==> config.mk <==
export PLATFORM = sky130hd
export DESIGN_NAME = key_sync_multi
export DESIGN_NICKNAME = d
export VERILOG_FILES = /design/src/rtl/key_sync_multi.sv
export SDC_FILE = /design/constraint.sdc
export NUM_CORES = 1
export LEC_CHECK = 0
export ABC_AREA = 1
export BUFFER_PORTS_ARGS = -buffer_cell sky130_fd_sc_hd__buf_2
export CAP_MARGIN = 5
export CORE_UTILIZATION = 40
export CTS_CLUSTER_DIAMETER = 100
export DETAILED_ROUTE_END_ITERATION = 7
export PLACE_DENSITY_LB_ADDON = 0.05
export SLEW_MARGIN = 10
export SYNTH_ARGS = -nofsm -noshare
export SYNTH_HDL_FRONTEND = slang
export SYNTH_SLANG_ARGS = --single-unit
export TNS_END_PERCENT = 50
==> constraint.sdc <==
create_clock -name sysClk -period 1.4 [get_ports sysClk]
set_input_delay 0.14 -clock sysClk [delete_from_list [all_inputs] [get_ports sysClk]]
set_output_delay 0.14 -clock sysClk [all_outputs]
set_load 0.1 [all_outputs]
==> src/rtl/key_sync_multi.sv <==
// rtl/key_sync_multi.sv - multi-channel input synchroniser with edge strobes and stretched regReset
// Optional glitch filter enabled by defining SYNC_FILTER_EN.
module key_sync_multi #(
    parameter int                  CHANNELS   = 2,
    parameter int                  STAGES     = 2,
    parameter logic [CHANNELS-1:0] IDLE       = '1,
    parameter int                  FILTER_LEN = 4,
    parameter int                  RST_PULSE  = 16
) (
    input  logic                sysClk,
    input  logic                reset,
    input  logic [CHANNELS-1:0] asyncIn,
    input  logic                softReset,
    output logic [CHANNELS-1:0] syncOut,
    output logic [CHANNELS-1:0] riseEdge,
    output logic [CHANNELS-1:0] fallEdge,
    output logic                regReset
);

    localparam int PW = $clog2(RST_PULSE + 1);

    if (CHANNELS < 1 || STAGES < 2 || FILTER_LEN < 1 || RST_PULSE < 1) begin : gBadParams
        $error("key_sync_multi: parameter out of range");
    end

    logic [CHANNELS-1:0] chain [STAGES];
    logic [CHANNELS-1:0] sample;
    logic [CHANNELS-1:0] syncNext;
    logic [PW-1:0]       pulseCnt;
    logic [PW-1:0]       pulseNext;
    logic                regResetNext;

    assign sample = chain[STAGES-1];

    always_ff @(posedge sysClk or negedge reset) begin
        if (!reset) begin
            for (int k = 0; k < STAGES; k++) begin
                chain[k] <= IDLE;
            end
        end else begin
            chain[0] <= asyncIn;
            for (int k = 1; k < STAGES; k++) begin
                chain[k] <= chain[k-1];
            end
        end
    end

`ifdef SYNC_FILTER_EN
    localparam int FW = (FILTER_LEN > 1) ? $clog2(FILTER_LEN) : 1;

    logic [FW-1:0] filtCnt  [CHANNELS];
    logic [FW-1:0] filtNext [CHANNELS];

    // A channel only adopts the sampled level after FILTER_LEN consecutive disagreeing samples.
    always_comb begin
        for (int i = 0; i < CHANNELS; i++) begin
            syncNext[i] = syncOut[i];
            filtNext[i] = '0;
            if (sample[i] != syncOut[i]) begin
                if (filtCnt[i] == FW'(FILTER_LEN - 1)) begin
                    syncNext[i] = sample[i];
                end else begin
                    filtNext[i] = filtCnt[i] + FW'(1);
                end
            end
        end
    end

    always_ff @(posedge sysClk or negedge reset) begin
        if (!reset) begin
            for (int i = 0; i < CHANNELS; i++) begin
                filtCnt[i] <= '0;
            end
        end else begin
            for (int i = 0; i < CHANNELS; i++) begin
                filtCnt[i] <= filtNext[i];
            end
        end
    end
`else
    assign syncNext = sample;
`endif

    // softReset restarts the pulse from full length; the counter saturates at zero.
    always_comb begin
        pulseNext = pulseCnt;
        if (softReset) begin
            pulseNext = PW'(RST_PULSE);
        end else if (pulseCnt != '0) begin
            pulseNext = pulseCnt - PW'(1);
        end
    end

    assign regResetNext = (pulseNext != '0);

    always_ff @(posedge sysClk or negedge reset) begin
        if (!reset) begin
            pulseCnt <= PW'(RST_PULSE);
            regReset <= 1'b1;
            syncOut  <= IDLE;
            riseEdge <= '0;
            fallEdge <= '0;
        end else begin
            pulseCnt <= pulseNext;
            regReset <= regResetNext;
            syncOut  <= syncNext;
            riseEdge <= syncNext & ~syncOut & {CHANNELS{~regResetNext}};
            fallEdge <= ~syncNext & syncOut & {CHANNELS{~regResetNext}};
        end
    end

endmodule

## Word level (Yosys, flattened, before mapping)

Index checks and enable logic that the tools add are counted.

- ROM bits: 0
- Bits of input ports: 5
- Bits in registers: 16
- Logic and storage cells: 19
- RAM bits: 0
- Latch bits: 0
- Memories kept: 0

- Mux-type cells: 2
- Multiply operators: 0
- Magnitude comparators: 0
- Bitwise gates (word level): 7
- Div/mod/pow operators: 0
- Equality and inequality tests: 0
- Reduce and logical (&&, ||, !) cells: 2
- Shifts and indexed selects: 0
- $add $sub $neg: 1

Operator list:

| cell | count |
|---|---|
| $mux 5 | 2 |
| $reduce_bool 5->1 | 2 |
| $and 2x2->2 | 4 |
| $sub 5x1->5 const B | 1 |
| $not 2->2 | 2 |
| $not 1->1 | 1 |

## Longest topological paths before layout

Gate-level depths: netlist (run 1).

- Depth after elaboration: 6
- Depth in mapped cells: 9

## Worst setup path after synthesis (run 1)

Ideal clock, no wire load.

- Path type: register to register
- Start point: register syncOut[0]
- End point: register fallEdge[0]
- Data required time: 1.331 ns
- Buffers on the path: 0
- Cell stages (with the launch flop): 4
- Library setup time: 0.069 ns
- Clock period less this slack: 1.379 ns
- Arrival time: 1.311 ns
- Slack: 0.021 ns
- Path through: dfstp_2 inv_1 or2_2 nor2_2

- Cells in the longest elaborated chain, start to end: 2

RTL lines:

| element | line | source |
|---|---|---|
| start, declared | 14 | `output logic [CHANNELS-1:0] syncOut,` |
| start signal, assigned | 106 | `syncOut <= syncNext;` |
| $and 2x2->2 (2 in series) | 108 | `fallEdge <= ~syncNext & syncOut & {CHANNELS{~regResetNext}};` |
| end signal, assigned | 108 |  |
| end, declared | 16 | `output logic [CHANNELS-1:0] fallEdge,` |

No other way between the ends.

## Worst setup path after layout (run 1)

- Start point: register regReset
- End point: output port regReset

RTL lines:

| element | line | source |
|---|---|---|
| start, declared | 17 | `output logic regReset` |
| start signal, assigned | 105 | `regReset <= regResetNext;` |

No word-level cell between the ends.

==> results of run 1 <==
worst max path at each step:
| stage | to | cells after the start |
|---|---|---|
| finish | regReset | 1 |
| global route | riseEdge[0] | 9 |
| CTS | syncOut[0] | 1 |
| detailed placement | riseEdge[1] | 8 |
| global placement | riseEdge[1] | 8 |
| floorplan | fallEdge[0] | 3 |
power breakdown:
part	internal (W)	switching, W	leakage (nW)
logic	0.000225	0.000456	0.218
registers	0.000562	0.0000658	0.191
clock network	0.000110	0.000123	0.0150
total	0.000897	0.000644	0.424
logic make-up (layout without fill, tap and decap cells):
family	after synthesis	count (layout)	share of synthesized area, %
buf+inv	10	29	5.84
fa+ha+maj	1	1	1.88
flops	16	16	61.8
xor+xnor	1	1	1.32
simple gates	32	32	29.2
layout by cell type, fill, tap and decap left out:
cell           synthesis  routed
nand3_4                1       1
clkinv_2               1       1
nand4_1                2       2
nand2_4                1       1
buf_4                  0       1
inv_1                  8       7
buf_2                  0       9
clkbuf_4               0       4
ha_4                   0       1
dfstp_2                8       8
nor2_4                 2       2
dlygate4sd3_1          0       3
nor2_2                 5       5
clkbuf_1               0       1
nand2_1               11      11
nand3_2                1       1
nand3_1                3       3
inv_2                  1       2
dfrtp_1                8       8
xor2_2                 0       1
buf_12                 0       1
nand2_2                2       2
nor2_1                 2       2
or2_2                  2       2
cell usage after synthesis:
cell type	count
nand3_4	1
nor2_1	2
nand3_2	1
nor2_4	2
nand3_1	3
dfstp_2	8
inv_2	1
nand4_1	2
nand2_1	11
nor2_2	5
nand2_4	1
inv_1	8
or2_2	2
dfrtp_1	8
ha_1	1
nand2_2	2
xor2_1	1
clkinv_2	1
per-stage QoR:
| step | worst slack, ns | instances | total power [W] | utilization, % |
|---|---|---|---|---|
| floorplan | 0.0206 | 60 | 0.00114 | - |
| global placement | 0.0213 | 88 | 0.00125 | 50.0 |
| detailed placement | 0.0139 | 88 | 0.00125 | 50.0 |
| CTS | 0.0106 | 95 | 0.00150 | 53.7 |
| global route | 0.00655 | 95 | 0.00164 | 55.2 |
| finish | 0.0569 | 95 | 0.00154 | 55.2 |
flip-flops by register name, indices dropped and copies added, names as in the netlist:
name	count
chain	2
syncOut	2
riseEdge	2
fallEdge	2
pulseCnt	5
sample	2
regReset	1
per-layer routing:
metal	global-route usage [%]	vias to the layer above	share of wire, %
met4	5.63	0	0.95
met5	0	-	0
met3	5.11	2	5.1
met2	18.8	11	47
met1	13.9	203	47
li1	-	218	-
what timing repair did:
item | 4_1_cts | 5_1_grt
endpoints found under the setup margin | 0 | 6
gates resized for setup | 0 | 5
hold endpoints to repair | 10 | 0
hold buffers | 3 | 0
cell type report:
cell class	instances	share of cell area [%]
inverters	10	4.61
well taps	16	2.38
flip-flops and latches	16	48.8
repair buffers	15	13.1
clock buffers	4	3.13
multi-input cells	34	28.0
==> results.cfg, run 1 <==
[worst_hold_path]
worst_hold_path_type = in2reg
holdCritStartpoint = softReset
endpoint_of_the_worst_hold_timing_path = pulseCnt[2]
instance_count_along_the_most_critical_hold_path = 2

[job]
drv.max_cap_violation_count = 0

[detailed_routing]
drt_wl_total_um = 950
viasPerCell = 4.57
via_count = 434
route.detailed.drc = 0
drt_pass1_iterations = 4
avgRoutedWirePerCell_um = 10.0
drt-initial-drc-count = 4
detail-route-antenna-nets = 0

[global_route]
initial_antenna_violation_count = 0
grt_pass1_wl_um = 1600
grt_max_degree = 17
first_global_vias = 419
globalRouteOverflowTotal = 0
grt_util_all_layers_pct = 11.9

[floorplanning]
rows = 14
core_area_mm2 = 0.00152
die_h_um = 42.8
die-width_um = 42.8
fp.dieArea_mm2 = 0.00183
initial_core_util_pct = 43.6
io_pins = 12

[setup_path]
cp_data_required_time_ns = 1.26
reg2reg_slack_ns = 0.09
critical_path.n_buffers_inverters = 1
critical_path.slowest_cell = dfstp_2
timing.critical_path.slowest_cell_delay_ns = 0.52
worst_r2r_startpoint = pulseCnt[1]
cp-start-kind = flop
path_depth_of_the_worst_reg2reg_path = 9
worst_ep_arrival_time_ns = 1.20
critical_path.startpoint = regReset
timing.critical_path.max_delay_family = flip-flops
worst_flop_to_flop_path_endpoint = riseEdge[1]
worstSetupEndpointType = output pin
timing.critical_path.fanout_max = 1
critPathKind = reg2out
worstPathCellList = buf_2

[sta]
setup_repair_after_global_routing_missed_its_margin = no
setup_tns_ns = 0
timing.final.hold_violations = 0
worstMarginPinSlew_ns = 0.482
report.final.setup_viol = 0
remaining_max_slew_budget_at_the_tightest_pin_pct = 68.1
worst_hold_slack_after_final_layout_ns = 0.0350
period_share_pct = 95.9
maxSlewViolCount = 0
fin_skew_ns = 0.00935
timing.final.crit_period_ns = 1.34
fmax_mhz = 745

[clock_network]
clock_latency_ns = 0.28
cts_made_buffers = 3
clock_sink_count = 16
htree_levels = 1
cts.path.max_buffers = 2
post_cts.repair.setup_buffers = 0
cts_tree = yes
cts.clk_slew.worst_paths_ns = 0.09
cts-root-buf = clkbuf_4

[power]
ir_drop_uv = 995
p_per_area_mw_per_mm2 = 1830
power.static_leakage_nw = 0.424

[run_status]
outcome = complete, no violations

[cells_and_area]
footprint_of_the_multi_input_gates_um2 = 235
finalInstanceArea_um2 = 841
final.fill_count = 140
layout-drive-gt1-share_pct = 53.2
design.final.nets = 86
seq_area_um2 = 410
antenna_cells_inserted = 0
area_delta_synth_final_pct = 26.6

[yosys]
mean_instance_size_in_the_synthesized_netlist_um2 = 11.1
post-synth-top-area-cell = dfstp_2
ys_seq_elements = 16
synthesis.nets = 66
yosysWarnings = 0
post_synth_num_cell_types = 18
yosys-top-cells-area = dfstp_2 (32%), dfrtp_1 (30%), nand2_1 (6.2%), nor2_2 (4.7%), inv_1 (4.5%)
netlist.area_leader.share_pct = 31.6
syn_area_um2 = 664
synth-seq-area-share_pct = 61.8
synth_cells = 60

[placed_design]
placement.cell_area_um2 = 762
finalWeightedCongestion = 0.821
port-buffer-count = 11
(Power assumes the default switching activity.)
==> run 2: changes to the inputs <==
Settings changed: CAP_MARGIN 5 to not set, CORE_UTILIZATION 40 to 45.
==> results.cfg, run 2 (same netlist as run 1, synthesis figures left out) <==
[clock_network]
clock_sink_count = 16
htree_levels = 1
clock_latency_ns = 0.28
cts.path.max_buffers = 2
cts-root-buf = clkbuf_4
cts_tree = yes
cts_made_buffers = 3
cts.clk_slew.worst_paths_ns = 0.08

[global_route]
grt_util_all_layers_pct = 14.7
grt_max_degree = 17
initial_antenna_violation_count = 0
grt_pass1_wl_um = 1520
first_global_vias = 399
globalRouteOverflowTotal = 0

[floorplanning]
rows = 13
fp.dieArea_mm2 = 0.00163
die-width_um = 40.4
io_pins = 12
initial_core_util_pct = 49.8
core_area_mm2 = 0.00133
die_h_um = 40.4

[cells_and_area]
largest_reg_flops = 5
finalNonFillerCells = 94
antenna_cells_inserted = 0
layout-drive-gt1-share_pct = 53.2
final_common_cell = nand2_1
layout_common_cells = nand2_1 (11), buf_2 (10), dfstp_2 (8), dfrtp_1 (8), inv_1 (7)
area_delta_synth_final_pct = 26.4
design.final.nets = 86
largest_register = pulseCnt
final.fill_count = 112

[power]
p_per_area_mw_per_mm2 = 1870
power.static_leakage_nw = 0.429
ir_drop_uv = 887

[setup_path]
worstPathCellList = buf_2
path_depth_of_the_worst_reg2reg_path = 8
worst_ep_arrival_time_ns = 1.22
reg2reg_slack_ns = 0.11
cp-start-kind = flop
worst_r2r_startpoint = pulseCnt[1]
critical_path.slowest_cell = dfstp_2
timing.critical_path.max_delay_family = flip-flops
worst_flop_to_flop_path_endpoint = fallEdge[0]
worstSetupEndpointType = output pin
critical_path.n_buffers_inverters = 1
timing.critical_path.slowest_cell_delay_ns = 0.53
cp_data_required_time_ns = 1.26
critPathKind = reg2out
timing.critical_path.fanout_max = 2

[worst_hold_path]
worst_hold_path_type = in2reg
instance_count_along_the_most_critical_hold_path = 2
holdCritStartpoint = softReset
endpoint_of_the_worst_hold_timing_path = pulseCnt[2]

[detailed_routing]
detail-route-antenna-nets = 0
via_count = 420
drt_wl_total_um = 978
viasPerCell = 4.47
drt-initial-drc-count = 7
avgRoutedWirePerCell_um = 10.4
route.detailed.drc = 0
drt_pass1_iterations = 3

[run_status]
outcome = complete, no violations

[sta]
setup_tns_ns = 0
worst_slack_ns = 0.0354
report.final.setup_viol = 0
worstMarginPinSlew_ns = 0.485
fmax_mhz = 733
maxSlewViolCount = 0
setup_repair_after_global_routing_missed_its_margin = no
remaining_max_slew_budget_at_the_tightest_pin_pct = 67.9
fin_skew_ns = 0.000563
period_share_pct = 97.5
timing.final.hold_violations = 0
timing.final.crit_period_ns = 1.36

[placed_design]
place.detailed.instances = 87
place_ws_ns = 0.0207
finalWeightedCongestion = 0.842
port-buffer-count = 11
post-dp-hpwl_um = 731

[job]
drv.max_cap_violation_count = 0
run 2: worst max-delay path by stage:
| stage | start | endpoint | slack, ns | cells past startpoint |
|---|---|---|---|---|
| 5_1_grt | syncOut[0] | syncOut[0] | 0.0007 | 1 |
| 3_3_place_gp | pulseCnt[0] | fallEdge[1] | 0.04 | 8 |
| 6_report | syncOut[0] | syncOut[0] | 0.04 | 1 |
| 3_5_place_dp | pulseCnt[0] | fallEdge[1] | 0.02 | 9 |
| 4_1_cts | pulseCnt[0] | fallEdge[1] | 0.001 | 9 |
| 2_1_floorplan | syncOut[0] | fallEdge[0] | 0.02 | 3 |
run 2: metrics by stage:
stage | util [%] | area, um^2 | hold slack, ns | total power, W
final | 62.9 | 840 | 0.0506 | 0.00157
after floorplan | - | 664 | -0.156 | 0.00114
after detailed placement | 57.0 | 761 | 0.0650 | 0.00125
after CTS | 62.0 | 827 | 0.0334 | 0.00156
after global routing | 62.9 | 840 | 0.0353 | 0.00169
after global placement | 57.0 | 761 | 0.0633 | 0.00125
run 2: final cells by class:
| cell class | instances | area (um^2) | area share, % |
|---|---|---|---|
| flip-flops and latches | 16 | 410 | 48.9 |
| multi-input cells | 34 | 228 | 27.1 |
| repair buffers | 15 | 108 | 12.8 |
| inverters | 10 | 38.8 | 4.62 |
| clock buffers | 4 | 36.3 | 4.32 |
| well taps | 15 | 18.8 | 2.24 |
run 2: layer usage:
layer	up-vias	GRT usage (%)	part of all wire [%]
met3	0	8.33	5.2
met5	-	0	0
met4	0	2.50	0
met1	187	18.1	49
li1	221	-	-
met2	12	22.6	46
run 2: repair_timing:
action                                  CTS  global route
endpoints found under the hold margin    10             0
buffers inserted                          0             0
endpoints found under the setup margin    0             5
hold buffers                              3             0
gates resized for setup                   0             3
run 2: report_power, final:
| group | total [W] | internal, W | switching, W |
|---|---|---|---|
| clock network | 0.000283 | 0.000158 | 0.000125 |
| registers | 0.000626 | 0.000561 | 0.0000646 |
| logic | 0.000659 | 0.000210 | 0.000449 |
==> run 3: changes to the inputs <==
--- a/config.mk
+++ b/config.mk
@@ -9,2 +9,3 @@
 export BUFFER_PORTS_ARGS = -buffer_cell sky130_fd_sc_hd__buf_2
+export CORE_MARGIN = 2
 export CORE_UTILIZATION = 45
==> constraint.sdc (replaced) <==
create_clock -name sysClk -period 1.4 [get_ports sysClk]
set_input_delay 0.07 -clock sysClk [delete_from_list [all_inputs] [get_ports sysClk]]
set_output_delay 0.07 -clock sysClk [all_outputs]
set_load 0.1 [all_outputs]
==> results.cfg, run 3 (same netlist as run 1, synthesis figures left out) <==
[run_status]
outcome = complete, no violations

[setup_path]
worst_ep_arrival_time_ns = 1.25
worstPathCellList = buf_2
critical_path.n_buffers_inverters = 1
critical_path.slowest_cell = dfstp_2
cp_data_required_time_ns = 1.33
timing.critical_path.fanout_max = 3
timing.critical_path.max_delay_family = flip-flops
critPathKind = reg2out
worstSetupPathDepth = 1
cp-start-kind = flop
worstSetupEndpointType = output pin
path_depth_of_the_worst_reg2reg_path = 8
timing.critical_path.slowest_cell_delay_ns = 0.54

[detailed_routing]
via_count = 434
met2WireLength_um = 445
viasPerCell = 4.57
drt_wl_total_um = 956
route.detailed.drc = 0
drt_pass1_iterations = 2
avgRoutedWirePerCell_um = 10.1
detail-route-antenna-nets = 0
drt-initial-drc-count = 1
routedLengthMet1_um = 447
top_signal_layer_used = met3
routed-wl-met3_um = 63

[floorplanning]
io_pins = 12
die_h_um = 42.4
die-width_um = 42.4
initial_core_util_pct = 49.8
fp.dieArea_mm2 = 0.00180
rows = 13
core_area_mm2 = 0.00133

[cells_and_area]
largest_reg_flops = 5
layout_common_cells = nand2_1 (11), buf_2 (11), dfstp_2 (8), dfrtp_1 (8), inv_1 (6)
layout-drive-gt1-share_pct = 53.8
largest_register = pulseCnt
area_delta_synth_final_pct = 25.6
final.fill_count = 109
antenna_cells_inserted = 0
design.final.nets = 87
finalInstanceArea_um2 = 835

[power]
power.sequential.fraction_pct = 40.0
power_switching_share_pct = 40.7
pwr-share-comb_pct = 41.5
power.static_leakage_nw = 0.427
switching_power_w = 0.000638
p_int_w = 0.000929
ir_drop_uv = 848
p_per_area_mw_per_mm2 = 1880
overall_power_w = 0.00157
share_clk_of_total_power_pct = 18.5

[global_route]
globalRouteOverflowTotal = 0
grt_pass1_wl_um = 1670
first_global_vias = 431
grt_util_all_layers_pct = 12.7
grt_max_degree = 17
initial_antenna_violation_count = 0

[clock_network]
htree_levels = 1
clock_latency_ns = 0.28
cts.path.max_buffers = 2
cts_made_buffers = 3
clock_sink_count = 16
cts_tree = yes
cts.clk_slew.worst_paths_ns = 0.09
cts-root-buf = clkbuf_4
post_cts.repair.setup_buffers = 0

[placed_design]
port-buffer-count = 11
post-dp-hpwl_um = 700
placement.cell_area_um2 = 746
finalWeightedCongestion = 0.815

[sta]
timing.final.crit_period_ns = 1.32
worstMarginPinSlew_ns = 0.487
fin_skew_ns = 0.00672
remaining_max_slew_budget_at_the_tightest_pin_pct = 67.7
setup_repair_after_global_routing_missed_its_margin = no
report.final.setup_viol = 0
fmax_mhz = 760
timing.final.hold_violations = 0
period_share_pct = 94.0
maxSlewViolCount = 0
setup_tns_ns = 0

[job]
drv.max_cap_violation_count = 0

[worst_hold_path]
worst_hold_path_type = in2async
run 3: cell count changes in the layout (fill, tap and decap cells not counted), sizes merged:
cell and delta:
dlygate4sd3 +1
run 3: path summary, 6_finish.rpt:
check / start / slack [ns] / endpoint
max: syncOut[1] / 0.08 / syncOut[1]
min: reset / 0.22 / pulseCnt[3]
max reg2reg: pulseCnt[1] / 0.12 / riseEdge[1]
min reg2reg: chain[2] / 0.36 / sample[0]
max in group asynchronous: reset / 0.88 / chain[3]
min in group sysClk: chain[2] / 0.36 / sample[0]
run 3: stage by stage:
step	util [%]	setup slack, ns	hold slack [ns]	cells
global placement	55.9	0.0210	-0.0111	87
detailed placement	55.9	0.00163	-0.00879	87
finish	62.6	0.0846	0.216	95
floorplan	-	0.0206	-0.226	60
CTS	61.8	0.0296	0.214	95
global route	62.6	0.00893	0.243	95
run 3: metal layers:
metal	up-vias	GRT usage, %
met4	0	3.75
met3	0	6.47
met2	12	20.9
li1	226	-
met5	-	0
met1	196	14.3
run 3: power by group through the flow:
stage          clock network, W  logic, W  registers [W]
6_report               0.000290  0.000650       0.000627
5_1_grt                0.000323  0.000735       0.000636
2_1_floorplan                 0  0.000386       0.000752
4_1_cts                0.000303  0.000631       0.000626
3_3_place_gp                  0  0.000604       0.000631
3_5_place_dp                  0  0.000614       0.000633
run 3: repair_timing:
item	CTS	global route
endpoints found under the hold margin	19	0
resized for setup	1	3
pin swaps	0	1
setup endpoints to repair	4	4
gates cloned	0	0
hold buffers	4	0
run 3: final cells by class:
class                   instances  area (um^2)  area share, %
clock buffers                   4         36.3           4.35
inverters                      10         38.8           4.65
multi-input cells              34          228           27.3
flip-flops and latches         16          410           49.2
well taps                      15         18.8           2.25
repair buffers                 16          103           12.3
